$ cat src/rtl/cache_mem_arbiter.sv
// cache_mem_arbiter: round-robin arbiter sharing one sram-like memory port between I-cache and D-cache
module cache_mem_arbiter #(
    parameter int ADDR_W = 32,
    parameter int DATA_W = 32
) (
    input  logic              clk,
    input  logic              rst,
    input  logic              inst_req,
    input  logic              inst_wr,
    input  logic [1:0]        inst_size,
    input  logic [ADDR_W-1:0] inst_addr,
    input  logic [DATA_W-1:0] inst_wdata,
    output logic [DATA_W-1:0] inst_rdata,
    output logic              inst_addr_ok,
    output logic              inst_data_ok,
    input  logic              data_req,
    input  logic              data_wr,
    input  logic [1:0]        data_size,
    input  logic [ADDR_W-1:0] data_addr,
    input  logic [DATA_W-1:0] data_wdata,
    output logic [DATA_W-1:0] data_rdata,
    output logic              data_addr_ok,
    output logic              data_data_ok,
    output logic              mem_req,
    output logic              mem_wr,
    output logic [1:0]        mem_size,
    output logic [ADDR_W-1:0] mem_addr,
    output logic [DATA_W-1:0] mem_wdata,
    input  logic [DATA_W-1:0] mem_rdata,
    input  logic              mem_addr_ok,
    input  logic              mem_data_ok
);
    typedef enum logic [1:0] {IDLE, WAIT_ADDR, WAIT_DATA} state_t;
    state_t state_q, state_d;
    logic   sel_q, sel_d, last_q, last_d;
    logic   win, cur;
    // pick the owner (fresh winner in IDLE, locked sel otherwise) and mux/route handshakes
    always_comb begin
        win          = (inst_req && data_req) ? ~last_q : data_req;
        cur          = (state_q == IDLE && (inst_req || data_req)) ? win : sel_q;
        mem_req      = state_q == IDLE ? (inst_req || data_req) :
                       state_q == WAIT_ADDR ? (sel_q ? data_req : inst_req) : 1'b0;
        mem_wr       = cur ? data_wr : inst_wr;
        mem_size     = cur ? data_size : inst_size;
        mem_addr     = cur ? data_addr : inst_addr;
        mem_wdata    = cur ? data_wdata : inst_wdata;
        inst_addr_ok = mem_req && mem_addr_ok && !cur;
        data_addr_ok = mem_req && mem_addr_ok && cur;
        inst_data_ok = state_q == WAIT_DATA && mem_data_ok && !sel_q;
        data_data_ok = state_q == WAIT_DATA && mem_data_ok && sel_q;
        inst_rdata   = mem_rdata;
        data_rdata   = mem_rdata;
    end
    // next state; last moves only when an address is actually accepted
    always_comb begin
        state_d = state_q;
        sel_d   = sel_q;
        last_d  = last_q;
        case (state_q)
            IDLE: if (mem_req) begin
                sel_d = win;
                if (mem_addr_ok) begin
                    last_d  = win;
                    state_d = WAIT_DATA;
                end else begin
                    state_d = WAIT_ADDR;
                end
            end
            WAIT_ADDR: if (mem_addr_ok) begin
                last_d  = sel_q;
                state_d = WAIT_DATA;
            end
            WAIT_DATA: if (mem_data_ok) state_d = IDLE;
            default:   state_d = IDLE;
        endcase
    end
    // state registers; reset drops any outstanding transaction
    always_ff @(posedge clk or posedge rst) begin
        if (rst) begin
            state_q <= IDLE;
            sel_q   <= 1'b0;
            last_q  <= 1'b0;
        end else begin
            state_q <= state_d;
            sel_q   <= sel_d;
            last_q  <= last_d;
        end
    end
endmodule

$ cat config.mk
export PLATFORM = sky130hd
export DESIGN_NAME = cache_mem_arbiter
export DESIGN_NICKNAME = d
export VERILOG_FILES = /design/src/rtl/cache_mem_arbiter.sv
export SDC_FILE = /design/constraint.sdc
export NUM_CORES = 1
export LEC_CHECK = 0
export ABC_CLOCK_PERIOD_IN_PS = 1950
export CAP_MARGIN = 20
export CORE_AREA = 2 2 118 120
export CTS_BUF_LIST = sky130_fd_sc_hd__clkbuf_16
export DETAILED_ROUTE_END_ITERATION = 16
export DIE_AREA = 0 0 120 122
export GPL_TIMING_DRIVEN = 0
export PLACE_DENSITY_LB_ADDON = 0.3
export SYNTH_ARGS = -nofsm -noshare
export SYNTH_HDL_FRONTEND = slang
export SYNTH_SLANG_ARGS = --single-unit
export TNS_END_PERCENT = 10
$ cat constraint.sdc
create_clock -name clk -period 1.95 [get_ports clk]
set_input_delay 0.2925 -clock clk [delete_from_list [all_inputs] [get_ports clk]]
set_output_delay 0.2925 -clock clk [all_outputs]
set_load 0.02 [all_outputs]
# After elaboration in Yosys (flattened, before gate mapping)

Cells that the tools add are included.
Widths: inputs -> output; s select.

Order comparisons: 0
Divide/modulo/power cells: 0
Shift-type cells: 0
$mul: 0
Bitwise gates (word level): 1
Reduce and logical (&&, ||, !) cells: 16
Add/subtract/negate cells: 0
Multiplexer cells: 18
Eq/ne operators: 6

Operators with widths:

| operator           | number |
|---|---|
| $mux 32            | 2 |
| $mux 2             | 5 |
| $mux 1             | 9 |
| $logic_and 1x1->1  | 8 |
| $ne 2x2->1 const B | 4 |
| $pmux 2 s3         | 1 |
| $reduce_and 4->1   | 1 |
| $reduce_and 3->1   | 1 |
| $eq 2x1->1 const B | 1 |
| $eq 2x2->1 const B | 1 |
| $logic_not 1->1    | 2 |
| $logic_not 2->1    | 1 |
| $pmux 1 s2         | 1 |
| $reduce_and 2->1   | 1 |
| $reduce_bool 2->1  | 1 |
| $logic_or 1x1->1   | 1 |
| $not 1->1          | 1 |

ROM bits: 0
Memories: 0
Output and inout port bits: 136
RAM bits: 0
Word-level logic and storage cells: 44
Flip-flop bits (word level): 4
Bits in latches: 0
Input port bits: 172

# Depth between registers and ports, before layout

Depth after elaboration: 5
Gate-level depth with buffers: 6
Gate-level depth less buffers: 4

# Least setup slack after synthesis

Ideal clock, no wire load.

Kind: register to output
From: register state_q[1]
To: output port mem_wdata[23]
Arrival: 1.799 ns
Required time: 1.657 ns
Buffers on the path: 2
Slack: -0.142 ns
Cell stages (with the launch flop): 6
Cell sequence: dfrtp_1 > or3b_4 > a22oi_4 > buf_6 > buf_6 > mux2_1

Cells in the longest elaborated chain, start to end: 4

RTL lines:

| item                   | line | source |
|---|---|---|
| start, declared        | 34   | `state_t state_q, state_d;` |
| start signal, assigned | 84   | `state_q <= state_d;` |
| $logic_not 2->1        | 40   | `cur = (state_q == IDLE && (inst_req \|\| data_req)) ? win : sel_q;` |
| $logic_and 1x1->1      | 40   |  |
| $mux 1                 | 40   |  |
| $mux 32                | 46   | `mem_wdata = cur ? data_wdata : inst_wdata;` |
| end, declared          | 28   | `output logic [DATA_W-1:0] mem_wdata,` |

No other way between the ends.

# Worst setup path in the final report

From: register state_q[1]
To: output port mem_wdata[26]

The elaborated chain is that of the path after synthesis.

==> impl_metrics.tcl <==
set metrics [dict create \
    seq_power_share 0.042 \
    die_w_um 120 \
    synth_edf_count 0 \
    dr_wl_met2_um 4290 \
    synthesis.area_um2 1570 \
    antenna_found_initial 0 \
    finalCriticalPeriod_ns 2.39 \
    drtAntennaViolNets 0 \
    crit_path_frequent_cell "buf_12" \
    cp_slowest_stage_delay_ns 0.41 \
    grt_pass1_vias 2327 \
    end_kind "primary output" \
    finalWorstSetupSlack_ns -0.445 \
    cts_tree "done" \
    hpwlAfterDp_um 6860 \
    fin_crit_sh 1.23 \
    total_power_mw 3.24 \
    maxCapViolations 0 \
    clockBufferDepth 2 \
    antenna_cells 0 \
    crit_type "reg2out" \
    die_y_um 122 \
    grt_overflow 0 \
    rsz0062_at_grt "true" \
    run_status "finished with violations" \
    fmax_mhz 418 \
    dr_wl_met3_um 690 \
    dr.max_layer_used "met4" \
    power.leakage_nw 2.11 \
    routedWlPerCell_um 12.6 \
    syn_area_per_cell_um2 9.42 \
    tightest_slew_ns 0.408 \
    synth_xor_area_frac 0 \
    grt_max_degree 11 \
    core_area_um2 13500 \
    first_pass_iters 4 \
    place_congestion 0.791 \
    ios 308 \
    drc_errors 0 \
    synth_area_leaders "mux2_2 42%, buf_4 33%, dfrtp_1 6.4%, mux2_1 5.7%, nand2b_1 1.6%" \
    arrival_ns 2.10 \
    root_buffer "clkbuf_16" \
    vias_per_cell 3.56 \
    synth_top_family_by_area "multiplexers" \
    yosysWarnings 0 \
    max-vdd-ir-drop_mv 0.251 \
    critPathSlowestCell "or3b_4" \
    yosys_register_bits 4 \
    die_area_um2 14600 \
    async_reset_ff_frac 1.00 \
    syn_inst 167 \
    areaGrowthSynthToFinish_pct 199 \
    synth.most_common_cell "buf_4" \
    fin_nets 626 \
    crit_path_max_fanout 6 \
    post_synth_fa_ha_maj_area_fraction 0 \
    clk_pin_slew_ns 0.03 \
    track_usage 0.0940 \
    hold_viol 0 \
    start_util 0.116 \
    place_ws_ns -1.23 \
    insertion_delay_ns 0.23 \
    path_cells "or3b_4, a22oi_4, buf_12, buf_12, clkbuf_16, mux2_4, buf_6" \
    yosys-top-cells-count "69 x buf_4, 59 x mux2_2, 8 x mux2_1" \
    synth_fp_nets 339 \
    drt_iter0_drc 68 \
    ys.flop_type "dfrtp_1" \
    synth-compound-area-share 0.0477 \
    synth.largest_area_cell "mux2_2" \
    p_int_mw 1.96 \
    cts_buffers 3 \
    cts-hold-fix-buffers 0 \
    worstSetupStartpoint "state_q[1]$_DFFE_PP0P_" \
    finalSetupViolCount 69 \
    via_count 2251 \
    port_buffers 275 \
    hold_slack_ns 0.269 \
    fin_setup_tns_ns -25.65 \
    htreeDepth 1 \
    cts_sinks 4 \
    p_clk_frac 0.099 \
    grt_pass1_wl_um 11200 \
    final_layout_size_suffix_gt1_frac 0.498 \
    rows 43 \
    switchingPower_mw 1.28 \
    slew_headroom 0.726 \
    maxSlewViolCount 0 \
    startpoint_type "flop" \
    wl_met1_um 2950 \
    synth_top_area_share 0.422 \
    synth_seq_area_share 0.0636 \
    cp_data_required_time_ns 1.66 \
    power_density_nw_per_um2 690 \
    violations "negative setup slack" \
    pwr-share-comb 0.859 \
    ys_types 22 \
    p_sw_frac 0.396 \
    final_core_util 0.348 \
    hp-class "in2async" \
    muxShareOfSynthArea 0.486 \
    finalClockSkew_ns 0.00199 \
    synth-simple-area-share 0.0517 \
    drt-total-wl_um 7970 \
    r2r-start "state_q[1]$_DFFE_PP0P_" \
]
[per-layer routing]
metal,global-route usage,vias up
li1,-,1089
met1,0.106,1010
met2,0.180,148
met3,0.0197,4
met4,0.0213,0
met5,0,-
[final timing paths]
kind,end,slack (ns),cells past startpoint
worst min-delay path,last_q$_DFFE_PP0P_,0.27,2
worst min register to register,last_q$_DFFE_PP0P_,0.57,2
worst max-delay path,mem_wdata[26],-0.44,7
min in group clk,state_q[0]$_DFFE_PP0P_,0.56,3
worst max register to register,sel_q$_DFFE_PP0P_,0.25,7
max in group asynchronous,state_q[0]$_DFFE_PP0P_,1.51,2
[cells by family after synthesis]
kind of cell | count (synthesis)
buffers and inverters | 74
and+or+nand+nor | 13
muxes | 68
DFF | 4
AOI/OAI and AO/OA | 8
[area by class of cell]
cell class,count,area [um^2]
Buffer,71,602
Clock buffer,3,75.1
Fill cell,1398,8800
Inverter,3,11.3
Multi-Input combinational cell,89,1010
Sequential cell,4,103
Tap cell,180,225
Timing Repair Buffer,282,2670
[flip-flops by register name (all words and copies together) (netlist names)]
| name | cells |
|---|---|
| state_q | 2 |
| last_q | 1 |
| sel_q | 1 |
[power groups by stage]
stage,Sequential [mW],Combinational (mW),Clock [mW]
2_1_floorplan,0.129,1.46,0
3_3_place_gp,0.139,2.64,0
3_5_place_dp,0.141,2.64,0
4_1_cts,0.132,2.55,0.327
5_1_grt,0.139,2.94,0.336
6_report,0.136,2.79,0.320
[worst max-delay path: cells and delay by family (launching register included)]
family	cells	cell delay (ns)
buffers and inverters	4	0.56
muxes	1	0.30
and+or+nand+nor	1	0.41
DFF	1	0.39
AOI/OAI and AO/OA	1	0.22
[cell usage in the layout, fill, tap and decap left out, drive strengths merged]
cell type	count
inv	3
dlygate4sd2	2
and4b	1
nor3	2
nor2	3
dlymetal6s2s	2
buf	145
nand2b	4
a21boi	2
o31ai	1
clkbuf	5
mux2i	1
mux2	67
o22ai	1
dfrtp	4
clkdlybuf4s15	1
clkdlybuf4s50	201
a22oi	1
o221a	1
o21ai	1
or3b	1
nor3b	1
nor2b	1
o221ai	1
[through the flow]
| stage | cell area [um^2] | instances |
|---|---|---|
| floorplan | 1610 | 167 |
| global placement | 4580 | 622 |
| detailed placement | 4580 | 622 |
| CTS | 4490 | 629 |
| global route | 4700 | 632 |
| finish | 4700 | 632 |
[repair_timing]
item                                    CTS  global route
gates resized for setup                 314            54
cloned                                    0             2
buffers inserted                          4             1
endpoints found under the setup margin   72            70
pin swaps                                 2             2
Note: power is estimated with default switching activity, not from simulation.
